===== config.mk =====
export PLATFORM = sky130hd
export DESIGN_NAME = fifo_ctrl
export DESIGN_NICKNAME = d
export VERILOG_FILES = /design/src/rtl/fifo_ctrl.sv
export SDC_FILE = /design/constraint.sdc
export NUM_CORES = 1
export LEC_CHECK = 0
export CAP_MARGIN = 20
export CORE_MARGIN = 2
export CORE_UTILIZATION = 35
export DETAILED_ROUTE_END_ITERATION = 16
export PLACE_DENSITY = 0.75
export SLEW_MARGIN = 10
export SYNTH_ARGS = -nofsm -noshare
export SYNTH_HDL_FRONTEND = slang
export SYNTH_SLANG_ARGS = --single-unit

===== constraint.sdc =====
create_clock -name clk -period 5.3 [get_ports clk]
set_clock_uncertainty 0.05 [all_clocks]
set_input_delay 0.795 -clock clk [delete_from_list [all_inputs] [get_ports clk]]
set_output_delay 0.795 -clock clk [all_outputs]
set_load 0.01 [all_outputs]

===== src/rtl/fifo_ctrl.sv =====
// fifo_ctrl: synchronous FIFO controller placed directly upstream of a
// dual-port RAM. Port A of the RAM is the write port and port B is the read
// port. This block keeps the pointers, the occupancy count and the status
// flags. Read data comes back from the RAM's registered port-B output
// together with a one-cycle pop_valid strobe.
//
// Ports:
//   clk, rst_n            clock; asynchronous active-low reset
//   push, push_data       write request and write data
//   pop                   read request
//   pop_data, pop_valid   read data, valid the cycle after an accepted pop
//   full, empty           count == DEPTH / count == 0
//   almost_full           count >= AF_LEVEL
//   count                 current occupancy, 0..DEPTH
//   overflow, underflow   sticky error flags: push while full, pop while empty
//   ram_*_a               RAM write port (we, addr, din)
//   ram_*_b, ram_dout_b   RAM read port (we and din tied low, addr, dout)
module fifo_ctrl #(
  parameter int ADD_WIDTH  = 4,
  parameter int DATA_WIDTH = 8,
  parameter int DEPTH      = 16,  // must equal 2**ADD_WIDTH
  parameter int AF_LEVEL   = 14
) (
  input  logic                  clk,
  input  logic                  rst_n,
  input  logic                  push,
  input  logic [DATA_WIDTH-1:0] push_data,
  input  logic                  pop,
  output logic [DATA_WIDTH-1:0] pop_data,
  output logic                  pop_valid,
  output logic                  full,
  output logic                  empty,
  output logic                  almost_full,
  output logic [ADD_WIDTH:0]    count,
  output logic                  overflow,
  output logic                  underflow,
  output logic                  ram_we_a,
  output logic [ADD_WIDTH-1:0]  ram_addr_a,
  output logic [DATA_WIDTH-1:0] ram_din_a,
  output logic                  ram_we_b,
  output logic [ADD_WIDTH-1:0]  ram_addr_b,
  output logic [DATA_WIDTH-1:0] ram_din_b,
  input  logic [DATA_WIDTH-1:0] ram_dout_b
);

  localparam logic [ADD_WIDTH:0] FULL_COUNT = (ADD_WIDTH + 1)'(DEPTH);
  localparam logic [ADD_WIDTH:0] AF_COUNT   = (ADD_WIDTH + 1)'(AF_LEVEL);

  logic [ADD_WIDTH-1:0] wr_ptr;
  logic [ADD_WIDTH-1:0] rd_ptr;
  logic                 push_acc;
  logic                 pop_acc;

  // Flags decode straight from the count register, so they are glitch-free
  // with respect to push/pop and read correctly during reset.
  assign full        = (count == FULL_COUNT);
  assign empty       = (count == '0);
  assign almost_full = (count >= AF_COUNT);

  // A push while full is refused even if a pop is accepted in the same cycle.
  assign push_acc = push & ~full;
  assign pop_acc  = pop & ~empty;

  assign ram_we_a   = push_acc;
  assign ram_addr_a = wr_ptr;
  assign ram_din_a  = push_data;
  assign ram_we_b   = 1'b0;
  assign ram_din_b  = '0;

  // When not reading, park port B one slot ahead of the write pointer so the
  // two RAM addresses never collide on a write, even with the FIFO empty
  // (where rd_ptr == wr_ptr). On a simultaneous push/pop the FIFO is neither
  // empty nor full, so rd_ptr != wr_ptr already.
  // NOTE: every output of an always_comb gets a default before any branch so
  // no path leaves it unassigned, which would otherwise infer a latch.
  always_comb begin
    ram_addr_b = wr_ptr + ADD_WIDTH'(1);
    if (pop_acc) ram_addr_b = rd_ptr;
  end

  // The RAM registers the word at rd_ptr on the pop edge; it is visible on
  // ram_dout_b in the following cycle, aligned with pop_valid.
  assign pop_data = ram_dout_b;

  // NOTE: sequential state uses non-blocking assignments so every register
  // samples pre-edge values, independent of statement order.
  always_ff @(posedge clk or negedge rst_n) begin
    if (!rst_n) begin
      wr_ptr    <= '0;
      rd_ptr    <= '0;
      count     <= '0;
      pop_valid <= 1'b0;
      overflow  <= 1'b0;
      underflow <= 1'b0;
    end else begin
      // Pointers roll over naturally from DEPTH-1 to 0.
      if (push_acc) wr_ptr <= wr_ptr + ADD_WIDTH'(1);
      if (pop_acc)  rd_ptr <= rd_ptr + ADD_WIDTH'(1);

      unique case ({push_acc, pop_acc})
        2'b10:   count <= count + (ADD_WIDTH + 1)'(1);
        2'b01:   count <= count - (ADD_WIDTH + 1)'(1);
        default: count <= count;
      endcase

      pop_valid <= pop_acc;
      if (push && full) overflow  <= 1'b1;
      if (pop && empty) underflow <= 1'b1;
    end
  end

endmodule


### Yosys cells after proc, flatten, opt, wreduce, memory -nomap -nowiden

Cells that the tools add are included.

| operators by class | value |
|---|---|
| eq/ne operators | 3 |
| reduce and logical (&&, ||, !) cells | 4 |
| bitwise gates (word level) | 4 |
| mux-type cells | 2 |
| $lt $le $gt $ge | 1 |
| add/subtract/negate cells | 4 |

Operator list:

| cell | number |
|---|---|
| one-hot mux 5 bit (2 select lines) | 1 |
| adder 4 x 1 -> 4 bit (second input constant) | 2 |
| adder 5 x 1 -> 5 bit (second input constant) | 1 |
| equality test 5 bit (second input constant) | 1 |
| >= comparator 5 x 4 -> 1 bit (second input constant) | 1 |
| zero test 5 bit | 1 |
| subtractor 5 x 1 -> 5 bit (second input constant) | 1 |
| 2-to-1 mux 4 bit | 1 |
| bitwise AND 1 bit | 2 |
| equality test 2 x 1 -> 1 bit (second input constant) | 1 |
| equality test 2 bit (second input constant) | 1 |
| logical AND 1 bit | 2 |
| inverter 1 bit | 2 |
| nonzero test 2 bit | 1 |

| storage, ports and cells | value |
|---|---|
| register bits after elaboration | 16 |
| word-level logic and storage cells | 24 |

### Depth between registers and ports, before layout

Gate-level depths: netlist (run 1).

| depth | value |
|---|---|
| depth after elaboration | 5 |
| depth in mapped cells | 12 |
| mapped depth without buffers | 10 |

### Worst setup path after synthesis (run 1)

Ideal clock, no wire load.

| timing | value |
|---|---|
| path type | flip-flop to flip-flop |
| start point | register count[2] |
| end point | register count[4] |
| arrival time | 2.787 ns |
| cell stages (with the launch flop) | 13 |
| path slack | 2.334 ns |
| clock period less this slack | 2.966 ns |
| path through | dfrtp_1 buf_6 or4_4 o21ai_4 inv_4 ha_1 clkbuf_1 xor2_1 ha_1 or2_2 a31oi_1 o32ai_1 xnor2_1 |

| between the ends | value |
|---|---|
| cells in the longest elaborated chain, start to end | 5 |
| elaborated cells between the ends (all ways) | 12 |

Ends and longest elaborated chain:

| item | line | text |
|---|---|---|
| from (decl) | 34 | `output logic [ADD_WIDTH:0] count,` |
| from (signal assigned) | 101 | `2'b10: count <= count + (ADD_WIDTH + 1)'(1);` |
| from (signal assigned) | 102 | `2'b01: count <= count - (ADD_WIDTH + 1)'(1);` |
| from (signal assigned) | 103 | `default: count <= count;` |
| zero test 5 bit * | 57 | `assign empty = (count == '0);` |
| inverter 1 bit * | 62 | `assign pop_acc = pop & ~empty;` |
| bitwise AND 1 bit * | 62 |  |
| named net pop_acc | 52 | `logic pop_acc;` |
| equality test 2 x 1 -> 1 bit / equality test 2 bit (equally long branches) | 100 | `unique case ({push_acc, pop_acc})` |
| one-hot mux 5 bit (2 select lines) / nonzero test 2 bit (equally long branches) | -- |  |

Mark *: on every way through the listed nets, which the timed path passes. The rest lies on a longest branch.
A chain may end at the register's enable or synchronous reset.

### Worst setup path after layout (run 1)

| timing | value |
|---|---|
| start point | register count[2] |
| end point | output ram_addr_b[3] |

| between the ends | value |
|---|---|
| cells in the longest elaborated chain, start to end | 4 |

Ends and longest elaborated chain:

| item | line | text |
|---|---|---|
| zero test 5 bit | 57 |  |
| inverter 1 bit | 62 |  |
| bitwise AND 1 bit | 62 |  |
| named net pop_acc | 52 |  |
| 2-to-1 mux 4 bit | 78 | `if (pop_acc) ram_addr_b = rd_ptr;` |
| to (decl) | 41 | `output logic [ADD_WIDTH-1:0] ram_addr_b,` |

The timed path passes the listed nets, and every way through them passes these cells.

==> flow_metrics.py, run 1 <==
metrics = {
    "floorplan": {
        "die_ar_mm2": 0.00361,
        "placeableCoreArea_mm2": 0.00303,
        "initial_utilization_pct": 36.3,
        "io_pins": 65,
        "fp.dieH_um": 60.1,
        "num_rows": 20,
        "die_width_um": 60.1,
    },
    "critical_path": {
        "crit_path_start_kind": "flip-flop",
        "crit_path_end_kind": "primary output",
        "cpLargestDelayFamily": "buffers and inverters",
        "path_class": "reg2out",
        "critPathMaxFanout": 11,
        "path_cells": "or4_4 > o21ai_4 > inv_4 > o21ai_0 > clkdlybuf4s50_1",
        "arrival_ns": 2.48,
        "max_stage_delay_ns": 0.61,
        "slowest_cp_cell": "or4_4",
        "critPathRequiredTime_ns": 4.45,
        "count_of_buffer_and_inverter_cells_on_the_critical_path": 2,
    },
    "power_and_ir_drop": {
        "cellPowerDensity_mw_per_mm2": 613,
        "total_leakage_power_nw": 0.538,
        "irDropWorstVdd_mv": 0.114,
    },
    "detailed_routing": {
        "route.layer.met1.wl_um": 778,
        "via_count_of_the_routed_design": 731,
        "detail-route-antenna-nets": 0,
        "met3RoutedLength_um": 110,
        "drt_wl_total_mm": 1.92,
        "topRoutingLayerUsed": "met4",
        "vias_per_cell": 4.43,
        "firstDrtPassIters": 4,
        "met2RoutedLength_mm": 1.03,
        "drt-initial-drc-count": 14,
        "wire_per_inst_um": 11.6,
        "drt_drc_violations_left": 0,
    },
    "cells_and_area": {
        "final-seq-area_um2": 400,
        "nets": 148,
        "fin_util_pct": 41.0,
        "area_growth_pct": 12.9,
        "diodes": 0,
        "stdcell_count": 165,
        "n_fill_cell": 290,
        "multi_input_area_um2": 505,
        "drive_above_1_share_pct": 9.09,
        "layout.cell_area.non_filler_mm2": 0.00124,
    },
    "placement": {
        "gpl.final_weighted_congestion": 0.827,
        "dp.final_hpwl_mm": 1.55,
        "detailed_place.area_mm2": 0.00120,
        "dp.cells": 161,
        "post-place-ws_ns": 2.16,
        "buffer_ports.inserted": 23,
    },
    "sta": {
        "peak_clock_frequency_supported_by_timing_mhz": 300,
        "period_utilization_pct": 62.8,
        "finalWorstSetupSlack_ns": 1.97,
        "hold_violations_final": 0,
        "drv_slew": 0,
        "period_needed_ns": 3.33,
        "setup_tns_ns": 0,
        "worst_pin_slew_ns": 0.705,
        "rsz0062_at_grt": "false",
        "setup-violations-final": 0,
        "slew-limit-headroom_pct": 52.8,
    },
    "cts": {
        "cts_hold_repair.buffers": 0,
        "clk_pin_slew_ns": 0.10,
        "tritoncts": "done",
        "clock_insertion_delay_at_the_later_pin_of_the_skew_report_ns": 0.28,
        "cts_made_buffers": 3,
        "post_cts.resized_instances": 0,
        "cts_buffer_depth": 2,
        "htree_levels": 1,
        "numClockSinks": 16,
        "clock_tree.root_cell": "clkbuf_4",
        "cts_setup_buffers": 0,
    },
    "logic_synthesis": {
        "mappedNetlistArea_mm2": 0.00110,
        "most_area_consuming_cells_after_synthesis": "dfrtp_1 (36%), buf_4 (17%), xnor2_1 (7.2%), ha_1 (6.8%), nand2_1 (5.8%)",
        "synth.avg_cell_area_um2": 9.56,
        "yosysSeqAreaShare_pct": 36.4,
        "synth_top_cell_by_area": "dfrtp_1",
        "yosys_register_bits": 16,
        "yosys.cell_types.count": 28,
        "synth_top_area_share_pct": 36.4,
        "number_of_warnings_reported_in_the_yosys_synthesis_log": 0,
        "synthCells": 115,
    },
    "run_status": {
        "outcome": "complete, no violations",
    },
    "global_routing": {
        "grt_pass1_wl_mm": 3.19,
        "first_global_vias": 731,
        "grt_overflow_total": 0,
        "largest_net_degree_at_the_start_of_global_routing": 17,
        "grt.total_usage_pct": 11.3,
        "initial_antenna_violation_count": 0,
    },
    "worst_hold_path": {
        "hold_path_class": "reg2reg",
    },
    "flow_run": {
        "number_of_maximum_capacitance_constraint_violations": 0,
    },
}
==> metal layers <==
metal | vias to the layer above | global-route usage [%]
met4 | 0 | 3.49
met2 | 29 | 21.1
met5 | - | 0
met1 | 346 | 12.8
li1 | 354 | -
met3 | 2 | 2.16
==> worst reg2reg max path, cell delays in order (launching register included) <==
cell and delay, ns:
dfrtp_1 0.50, or4_4 0.61, o21ai_4 0.25, inv_4 0.10
ha_1 0.30, xor2_1 0.18, ha_1 0.23, or2_2 0.30
a31oi_1 0.18, o32ai_1 0.12, xnor2_1 0.14
==> stage by stage <==
stage               power [mW]  hold WS [ns]
finish                   0.760         0.412
global route             0.822         0.447
CTS                      0.771         0.420
detailed placement       0.689         0.397
global placement         0.668         0.389
floorplan                0.515         0.395
==> final cells by class <==
cell class              instances  area share [%]
multi-input cells              75            40.7
clock buffers                   4            2.92
inverters                       3            1.11
repair buffers                 23            18.5
flip-flops and latches         16            32.3
well taps                      44            4.44
==> flip-flops by register name, summed over array words and instances, names as in the netlist <==
signal	count
rd_ptr	4
pop_valid	1
underflow	1
overflow	1
count	5
ram_addr_a	4
==> report_power, final <==
group	switching (mW)	internal, mW	total, mW
logic	0.178	0.233	0.411
clock network	0.0393	0.0417	0.0810
registers	0.0848	0.183	0.268
==> path summary, 6_finish.rpt <==
kind	from	endpoint	slack (ns)	depth (start not counted)
min reg2reg	overflow	overflow	0.41	1
min	overflow	overflow	0.41	1
max reg2reg	count[2]	count[4]	2.23	10
max	count[2]	ram_addr_b[3]	1.97	5
min in group asynchronous	rst_n	rd_ptr[1]	0.88	1
max in group asynchronous	rst_n	rd_ptr[3]	3.88	1
==> synth_stat cells (all sizes together) <==
library cell,number
ha,6
nand2,17
mux2,1
o32ai,1
o21ai,6
a21o,2
o211ai,1
nor2,5
xnor2,9
nand4b,1
inv,3
or3b,1
buf,26
dfrtp,16
or2,1
conb,1
nand4,2
a21oi,2
or4,1
xor2,5
nand4bb,1
nand3,3
clkbuf,3
a31oi,1
==> layout by cell type (no fill, tap or decap), types with 2 or more instances in the layout <==
cell | synthesis | routed
a21o_1 | 2 | 2
a21oi_1 | 2 | 2
clkbuf_4 | 0 | 3
clkdlybuf4s50_1 | 0 | 23
conb_1 | 1 | 9
dfrtp_1 | 16 | 16
ha_1 | 6 | 6
inv_1 | 2 | 2
nand2_1 | 17 | 17
nand3_1 | 3 | 3
nor2_1 | 5 | 5
o21ai_0 | 4 | 4
o21ai_4 | 2 | 2
xnor2_1 | 9 | 9
xor2_1 | 5 | 5
==> kinds of logic after synthesis <==
logic type	Yosys count	share of synthesized area, %
and+or+nand+nor	32	14.8
buffers and inverters	32	20.4
DFF	16	36.4
xor gates and xnor gates	14	11.1
AOI/OAI and AO/OA	13	9.10
adders and majority gates	6	6.83
other	1	0.341
muxes	1	1.02
Note: power is estimated with default switching activity, not from simulation.
==> run 2: changes to the inputs <==
==> constraint.sdc (replaced) <==
create_clock -name clk -period 3.1 [get_ports clk]
set_clock_uncertainty 0.05 [all_clocks]
set_input_delay 0.465 -clock clk [delete_from_list [all_inputs] [get_ports clk]]
set_output_delay 0.465 -clock clk [all_outputs]
set_load 0.01 [all_outputs]
==> flow_metrics.py, run 2 (synthesized netlist as in run 1, its figures left out) <==
metrics = {
    "run_status": {
        "outcome": "complete, no violations",
    },
    "cells_and_area": {
        "nets": 154,
        "fin_util_pct": 42.5,
        "top_register": "count",
        "most_common_cell_after_layout_fill_and_taps_aside": "clkdlybuf4s50_1",
        "max_reg_flops": 5,
        "drive_above_1_share_pct": 13.4,
        "diodes": 0,
        "most_used_cells_in_the_layout_excluding_fill_and_tap_cells": "clkdlybuf4s50_1 (23), nand2_1 (17), dfrtp_1 (16)",
        "area_growth_pct": 17.0,
        "stdcell_count": 171,
        "layout.cell_area.non_filler_mm2": 0.00129,
    },
    "sta": {
        "drv_slew": 0,
        "period_needed_ns": 2.93,
        "worst_pin_slew_ns": 0.703,
        "whs_ns": 0.413,
        "setup_tns_ns": 0,
        "peak_clock_frequency_supported_by_timing_mhz": 341,
        "period_utilization_pct": 94.5,
        "rsz0062_at_grt": "false",
        "finalWorstSetupSlack_ns": 0.172,
        "slew-limit-headroom_pct": 53.0,
        "setup-violations-final": 0,
        "hold_violations_final": 0,
    },
    "critical_path": {
        "critPathRequiredTime_ns": 2.58,
        "slowest_cp_cell": "or4_4",
        "count_of_buffer_and_inverter_cells_on_the_critical_path": 2,
        "cpLargestDelayFamily": "buffers and inverters",
        "path_cells": "or4_4 > o21ai_4 > inv_4 > o21ai_1 > clkdlybuf4s50_1",
        "crit_path_start_kind": "flip-flop",
        "crit_path_end_kind": "primary output",
        "max_stage_delay_ns": 0.61,
        "path_class": "reg2out",
        "arrival_ns": 2.41,
        "critPathMaxFanout": 11,
        "reg2reg_slack_ns": 0.28,
    },
    "detailed_routing": {
        "vias_per_cell": 4.41,
        "via_count_of_the_routed_design": 754,
        "drt_wl_total_mm": 1.90,
        "drt-initial-drc-count": 32,
        "drt_drc_violations_left": 0,
        "firstDrtPassIters": 4,
        "wire_per_inst_um": 11.1,
        "detail-route-antenna-nets": 0,
    },
    "placement": {
        "post-place-ws_ns": 0.295,
        "buffer_ports.inserted": 23,
        "detailed_place.area_mm2": 0.00123,
        "dp.final_hpwl_mm": 1.50,
        "gpl.final_weighted_congestion": 0.815,
        "dp.cells": 164,
    },
    "floorplan": {
        "placeableCoreArea_mm2": 0.00303,
        "num_rows": 20,
        "fp.dieH_um": 60.1,
        "initial_utilization_pct": 36.3,
        "io_pins": 65,
        "die_ar_mm2": 0.00361,
        "die_width_um": 60.1,
    },
    "power_and_ir_drop": {
        "total_leakage_power_nw": 0.568,
        "total_power_mw": 1.32,
        "irDropWorstVdd_mv": 0.218,
        "cellPowerDensity_mw_per_mm2": 1020,
    },
    "worst_hold_path": {
        "hold_path_class": "reg2reg",
    },
    "cts": {
        "cts_made_buffers": 3,
        "clock_tree.root_cell": "clkbuf_4",
        "clk_pin_slew_ns": 0.09,
        "cts_hold_repair.buffers": 0,
        "numClockSinks": 16,
        "cts_buffer_depth": 2,
        "htree_levels": 1,
        "tritoncts": "done",
        "clock_insertion_delay_at_the_later_pin_of_the_skew_report_ns": 0.28,
    },
    "global_routing": {
        "largest_net_degree_at_the_start_of_global_routing": 17,
        "grt_overflow_total": 0,
        "first_global_vias": 680,
        "grt_pass1_wl_mm": 3.18,
        "initial_antenna_violation_count": 0,
        "grt.total_usage_pct": 11.7,
    },
    "flow_run": {
        "number_of_maximum_capacitance_constraint_violations": 0,
    },
}
-- run 2: cell types whose count changed in the layout (fill, tap and decap cells not counted) --
cell,change
buf_4,+6
o21ai_0,-1
o21ai_1,+1
-- run 2: path summary, 6_finish.rpt --
kind,start,end,cells past startpoint
max in group asynchronous,rst_n,count[4],1
max,count[3],ram_addr_b[3],5
min,overflow,overflow,1
max reg2reg,count[3],count[4],10
min in group asynchronous,rst_n,rd_ptr[2],1
min reg2reg,overflow,overflow,1
-- run 2: metal layers --
| metal | vias to the layer above | GRT usage, % | part of all wire, % |
|---|---|---|---|
| li1 | 367 | - | - |
| met4 | 0 | 6.03 | 0.53 |
| met5 | - | 0 | 0 |
| met1 | 357 | 14.6 | 40 |
| met3 | 2 | 3.03 | 6.7 |
| met2 | 28 | 18.5 | 53 |
-- run 2: repair_timing --
action / CTS / global route
gates resized for setup: 0 / 1
setup endpoints to repair: 0 / 1
buffers inserted: 0 / 3
hold endpoints to repair: 0 / 0
-- run 2: cell type report --
type                            instances  area [um^2]
Fill cell                             296         1740
Multi-Input combinational cell         75          505
Sequential cell                        16          400
Timing Repair Buffer                   29          275
Tap cell                               44         55.1
Clock buffer                            4         36.3
Inverter                                3         13.8
-- run 2: report_power, final --
part	internal [mW]	switching, mW
Sequential	0.314	0.114
Clock	0.0715	0.0620
Combinational	0.422	0.334
Total	0.807	0.509
==> run 3: changes to the inputs <==
--- a/config.mk
+++ b/config.mk
@@ -8,6 +8,7 @@
 export CAP_MARGIN = 20
 export CORE_MARGIN = 2
 export CORE_UTILIZATION = 35
+export CTS_CLUSTER_DIAMETER = 150
 export DETAILED_ROUTE_END_ITERATION = 16
 export PLACE_DENSITY = 0.75
 export SLEW_MARGIN = 10
==> results of run 3 <==
No change in the layout: final DEF, timing and power equal those of run 2.
